==> config.mk <==
export PLATFORM = sky130hd
export DESIGN_NAME = axi_lite_req_arbiter
export DESIGN_NICKNAME = d
export VERILOG_FILES = /design/src/rtl/axi_lite_req_arbiter.sv
export SDC_FILE = /design/constraint.sdc
export NUM_CORES = 1
export LEC_CHECK = 0
export ABC_CLOCK_PERIOD_IN_PS = 2280
export BUFFER_PORTS_ARGS = -buffer_cell sky130_fd_sc_hd__buf_2
export CELL_PAD_IN_SITES_DETAIL_PLACEMENT = 0
export CELL_PAD_IN_SITES_GLOBAL_PLACEMENT = 1
export CORE_MARGIN = 10
export CORE_UTILIZATION = 25
export CTS_CLUSTER_SIZE = 14
export DETAILED_ROUTE_END_ITERATION = 16
export PLACE_DENSITY = 0.66
export SLEW_MARGIN = 30
export SYNTH_ARGS = -nofsm -noshare
export SYNTH_HDL_FRONTEND = slang
export SYNTH_SLANG_ARGS = --single-unit
==> constraint.sdc <==
create_clock -name aclk -period 2.28 [get_ports aclk]
set_input_delay 0.114 -clock aclk [delete_from_list [all_inputs] [get_ports aclk]]
set_output_delay 0.114 -clock aclk [all_outputs]
set_load 0.02 [all_outputs]
==> src/rtl/axi_lite_req_arbiter.sv <==
// Round-robin arbiter sharing one AXI-Lite master (start pulse interface) among NUM_REQ clients.
// One transaction in flight; completion is detected by monitoring the R/B handshakes.
module axi_lite_req_arbiter #(
  parameter int unsigned NUM_REQ = 4,
  parameter int unsigned ADDR_W  = 32,
  parameter int unsigned DATA_W  = 32
) (
  input  logic                       aclk,
  input  logic                       areset_n,
  input  logic [NUM_REQ-1:0]         req_valid,
  input  logic [NUM_REQ-1:0]         req_write,
  input  logic [NUM_REQ*ADDR_W-1:0]  req_addr,
  input  logic [NUM_REQ*DATA_W-1:0]  req_wdata,
  output logic [NUM_REQ-1:0]         req_ready,
  output logic [NUM_REQ-1:0]         rsp_valid,
  output logic [DATA_W-1:0]          rsp_rdata,
  output logic                       start_read,
  output logic                       start_write,
  output logic [ADDR_W-1:0]          m_addr,
  output logic [DATA_W-1:0]          m_data,
  input  logic                       RVALID,
  input  logic                       RREADY,
  input  logic                       BVALID,
  input  logic                       BREADY,
  input  logic [DATA_W-1:0]          RDATA,
  output logic                       busy,
  output logic [$clog2(NUM_REQ)-1:0] owner
);

  localparam int unsigned IDX_W = $clog2(NUM_REQ);

  typedef enum logic [1:0] {S_IDLE, S_ISSUE, S_WAIT, S_RESP} state_e;

  state_e             state_q, state_d;
  logic [IDX_W-1:0]   rr_ptr_q, rr_ptr_d;
  logic [IDX_W-1:0]   owner_q, owner_d;
  logic               write_q, write_d;
  logic [ADDR_W-1:0]  addr_q, addr_d;
  logic [DATA_W-1:0]  wdata_q, wdata_d;
  logic               start_read_q, start_read_d;
  logic               start_write_q, start_write_d;
  logic [NUM_REQ-1:0] rsp_valid_q, rsp_valid_d;
  logic [DATA_W-1:0]  rsp_rdata_q, rsp_rdata_d;

  logic               found;
  logic [IDX_W-1:0]   winner;
  logic [IDX_W-1:0]   idx;
  logic               done;

  // First requesting index at or above rr_ptr, wrapping around.
  always_comb begin
    found  = 1'b0;
    winner = '0;
    idx    = '0;
    for (int unsigned i = 0; i < NUM_REQ; i++) begin
      idx = IDX_W'((32'(rr_ptr_q) + i) % NUM_REQ);
      if (!found && req_valid[idx]) begin
        found  = 1'b1;
        winner = idx;
      end
    end
  end

  // Only the handshake matching the latched direction completes the transaction.
  assign done = write_q ? (BVALID && BREADY) : (RVALID && RREADY);

  always_comb begin
    state_d       = state_q;
    rr_ptr_d      = rr_ptr_q;
    owner_d       = owner_q;
    write_d       = write_q;
    addr_d        = addr_q;
    wdata_d       = wdata_q;
    start_read_d  = 1'b0;
    start_write_d = 1'b0;
    rsp_valid_d   = '0;
    rsp_rdata_d   = rsp_rdata_q;
    case (state_q)
      S_IDLE: begin
        if (found) begin
          owner_d       = winner;
          rr_ptr_d      = IDX_W'((32'(winner) + 32'd1) % NUM_REQ);
          write_d       = req_write[winner];
          addr_d        = req_addr[32'(winner)*ADDR_W +: ADDR_W];
          wdata_d       = req_wdata[32'(winner)*DATA_W +: DATA_W];
          start_write_d = req_write[winner];
          start_read_d  = !req_write[winner];
          state_d       = S_ISSUE;
        end
      end
      S_ISSUE: state_d = S_WAIT;
      S_WAIT: begin
        if (done) begin
          rsp_rdata_d          = write_q ? '0 : RDATA;
          rsp_valid_d[owner_q] = 1'b1;
          state_d              = S_RESP;
        end
      end
      S_RESP:  state_d = S_IDLE;
      default: state_d = S_IDLE;
    endcase
  end

  always_ff @(posedge aclk or negedge areset_n) begin
    if (!areset_n) begin
      state_q       <= S_IDLE;
      rr_ptr_q      <= '0;
      owner_q       <= '0;
      write_q       <= 1'b0;
      addr_q        <= '0;
      wdata_q       <= '0;
      start_read_q  <= 1'b0;
      start_write_q <= 1'b0;
      rsp_valid_q   <= '0;
      rsp_rdata_q   <= '0;
    end else begin
      state_q       <= state_d;
      rr_ptr_q      <= rr_ptr_d;
      owner_q       <= owner_d;
      write_q       <= write_d;
      addr_q        <= addr_d;
      wdata_q       <= wdata_d;
      start_read_q  <= start_read_d;
      start_write_q <= start_write_d;
      rsp_valid_q   <= rsp_valid_d;
      rsp_rdata_q   <= rsp_rdata_d;
    end
  end

  // Grant is combinational; masked by reset so all outputs read 0 while it is asserted.
  assign req_ready   = (areset_n && state_q == S_IDLE && found) ? (NUM_REQ'(1) << winner) : '0;
  assign rsp_valid   = rsp_valid_q;
  assign rsp_rdata   = rsp_rdata_q;
  assign start_read  = start_read_q;
  assign start_write = start_write_q;
  assign m_addr      = addr_q;
  assign m_data      = wdata_q;
  assign busy        = (state_q != S_IDLE);
  assign owner       = owner_q;

endmodule

==> flow_metrics.env <==
export IMPL_fp_dieW_um=184
export IMPL_cts_tree="yes"
export IMPL_core_area_um2=26700
export IMPL_hold_viol_final=0
export IMPL_ir_worst_vdd_uv=524
export IMPL_num_vias=7379
export IMPL_fin_nets=1439
export IMPL_wire_per_inst_um=22.0
export IMPL_cts_sinks=109
export IMPL_drv_slew=0
export IMPL_cts_clk_slew_worst_paths_ns=0.09
export IMPL_dpl_instance_area_um2=9270
export IMPL_initial_core_util_pct=25.3
export IMPL_yosysTopAreaCellShare_pct=40.4
export IMPL_drc_errors=0
export IMPL_synth_area_leaders="dfrtp_1 (40%), mux2i_1 (9.6%), a21o_1 (7.5%), o211ai_1 (7.1%), o31ai_1 (7.1%)"
export IMPL_ctsRootBufferMaster="clkbuf_16"
export IMPL_detail_route_iter0_violations=506
export IMPL_multi_input_area_um2=3690
export IMPL_syn_avg_cell_area_um2=9.13
export IMPL_setup_worst_path_class="reg2out"
export IMPL_drv_cap=0
export IMPL_relSlewSlack_pct=45.3
export IMPL_power_per_cell_area_nw_per_um2=1210
export IMPL_seq_area_um2=2730
export IMPL_hp_start="RDATA[22]"
export IMPL_globalplace_congestion=0.784
export IMPL_io_pins=411
export IMPL_hold_end="rsp_rdata[22]$_DFFE_PN0P_"
export IMPL_critPathLaunchType="flip-flop"
export IMPL_yosys_warnings=0
export IMPL_portBuffers=410
export IMPL_final_cell_mix="buf_2 (409), nand2_1 (108), dfrtp_1 (107), a21o_1 (66), mux2i_1 (65)"
export IMPL_yosysSeqAreaShare_pct=40.4
export IMPL_crit_start="rr_ptr_q[1]$_DFFE_PN0P_"
export IMPL_path_max_fanout=7
export IMPL_grt_max_degree=68
export IMPL_final_common_cell="buf_2"
export IMPL_drtPass1Iterations=5
export IMPL_finalInstanceArea_um2=9820
export IMPL_routed_via_density=4.98
export IMPL_synth_ff_latch_count=109
export IMPL_rows=60
export IMPL_hold_depth=3
export IMPL_p_total_uw=11900
export IMPL_synth_area_um2=6750
export IMPL_dieHeight_um=184
export IMPL_fmax_mhz=460
export IMPL_arrival_ns=2.06
export IMPL_syn_to_final_growth_pct=45.5
export IMPL_endpoint_kind="output pin"
export IMPL_routed_wl_mm=32.5
export IMPL_die_area_um2=34000
export IMPL_overflow=0
export IMPL_rr_startpoint="rr_ptr_q[1]$_DFFE_PN0P_"
export IMPL_clock_path_buffers=2
export IMPL_finClkSkew_ns=0.0212
export IMPL_grt_pass1_wl_mm=47.9
export IMPL_antenna_left=0
export IMPL_synth_area_leader_cell="dfrtp_1"
export IMPL_place_hpwl_mm=23.6
export IMPL_grt_total_usage_pct=18.1
export IMPL_hold_class="in2reg"
export IMPL_nFillCells=2861
export IMPL_power_leakage_uw=0.00500
export IMPL_max_slew_worst_pin_slew_ns=0.820
export IMPL_ff2ff_path_depth=6
export IMPL_r2r_slack_ns=0.38
export IMPL_timing_rr_end="m_data[0]$_DFFE_PN0P_"
export IMPL_post_route_period_util_pct=95.4
export IMPL_syn_num_nets=1047
export IMPL_grt_pass1_vias=7861
export IMPL_syn_inst=739
export IMPL_drive_gt1_share_pct=41.7
export IMPL_insertion_delay_ns=0.37
export IMPL_cts_max_level=3
export IMPL_finalSetupViolCount=0
export IMPL_outcome="complete, no violations"
export IMPL_whs_ns=0.0150
export IMPL_period_needed_ns=2.18
export IMPL_antenna_found_initial=8
export IMPL_numCtsBuffers=9
export IMPL_crit_required_ns=2.17
export IMPL_ys_types=41
-- synthesized netlist by cell type (all sizes together) --
master / count
nor2: 4
a22oi: 1
o211ai: 64
a21o: 67
a21oi: 2
nor2b: 1
mux2: 1
dfrtp: 109
clkbuf: 41
nand2: 110
o22ai: 1
nand4: 64
nor3: 2
buf: 39
nand2b: 34
and4b: 1
or2: 1
o21a: 2
o22a: 1
and2: 1
nor3b: 2
nor4: 1
nand3: 3
o31ai: 64
ha: 6
o211a: 1
mux2i: 65
o221ai: 2
o221a: 1
inv: 7
and3: 4
o21ai: 35
nand3b: 1
and4: 1
-- how the worst max path moves through the flow --
stage | end | slack [ns]
after floorplan | req_ready[2] | 0.37
after global placement | m_addr[18]$_DFFE_PN0P_ | 0.36
after detailed placement | m_addr[7]$_DFFE_PN0P_ | 0.31
after CTS | req_ready[1] | 0.009
after global routing | req_ready[1] | -0.005
final | req_ready[3] | 0.10
-- cells by family (layout without fill, tap and decap cells) --
group	count (synthesis)	count (layout)	synth area share (%)
simple gates	230	230	17.4
flops	109	109	40.4
fa+ha+maj	6	6	1.11
other cells	0	4	0
compound gates	241	241	25.6
mux	66	66	9.81
buf+inv	87	484	5.75
-- timing repair --
action | CTS | global route
buffers inserted | 0 | 1
pin swaps | 0 | 1
resized for setup | 1 | 3
hold buffers | 21 | 0
endpoints found under the hold margin | 22 | 0
endpoints found under the setup margin | 1 | 4
-- per-stage QoR --
stage	TNS, ns	cells	utilization [%]	setup slack [ns]
after detailed placement	0	1439	34.7	0.313
after global routing	-0.00894	1481	36.7	-0.00549
after floorplan	0	739	-	0.374
after global placement	0	1439	34.7	0.360
after CTS	0	1476	36.7	0.00947
final	0	1481	36.7	0.105
-- layer usage --
layer	share of wire, %	wire (um)	GRT usage (%)	up-vias
met1	41	13300	21.8	3501
met3	7.8	2530	5.55	30
li1	-	-	-	3545
met5	0.16	53	0	-
met4	1.2	404	3.97	8
met2	50	16200	30.7	295
-- flip-flops by register name, indices dropped and copies added (netlist names) --
name         count
owner            2
start_write      1
m_data          32
start_read       1
state_q          2
m_addr          32
rsp_valid        4
rr_ptr_q         2
write_q          1
rsp_rdata       32
-- cell type report --
cell class                 instances  area share, %
clock buffer                       9           2.29
clock inverter                     7          0.930
inverter                           7          0.293
timing repair buffer             461           26.6
tap                              341           4.34
multi-input combinational        543           37.6
antenna                            4          0.102
sequential                       109           27.8
-- worst max-delay path, cell delays in order, from the launching register on --
cell	delay, ns
dfrtp_2	0.45
nor2b_1	0.18
o21a_2	0.26
nor3_4	0.17
buf_4	0.17
ha_1	0.13
and3_1	0.15
buf_2	0.19
-- report_power, final --
group,leakage [uW],internal [uW],switching (uW),total (uW)
Combinational,0.00347,2570,4260,6830
Sequential,0.00137,2850,505,3350
Clock,0.000152,800,928,1730
Total,0.00500,6220,5700,11900
Power figures use the tool's default switching activity.
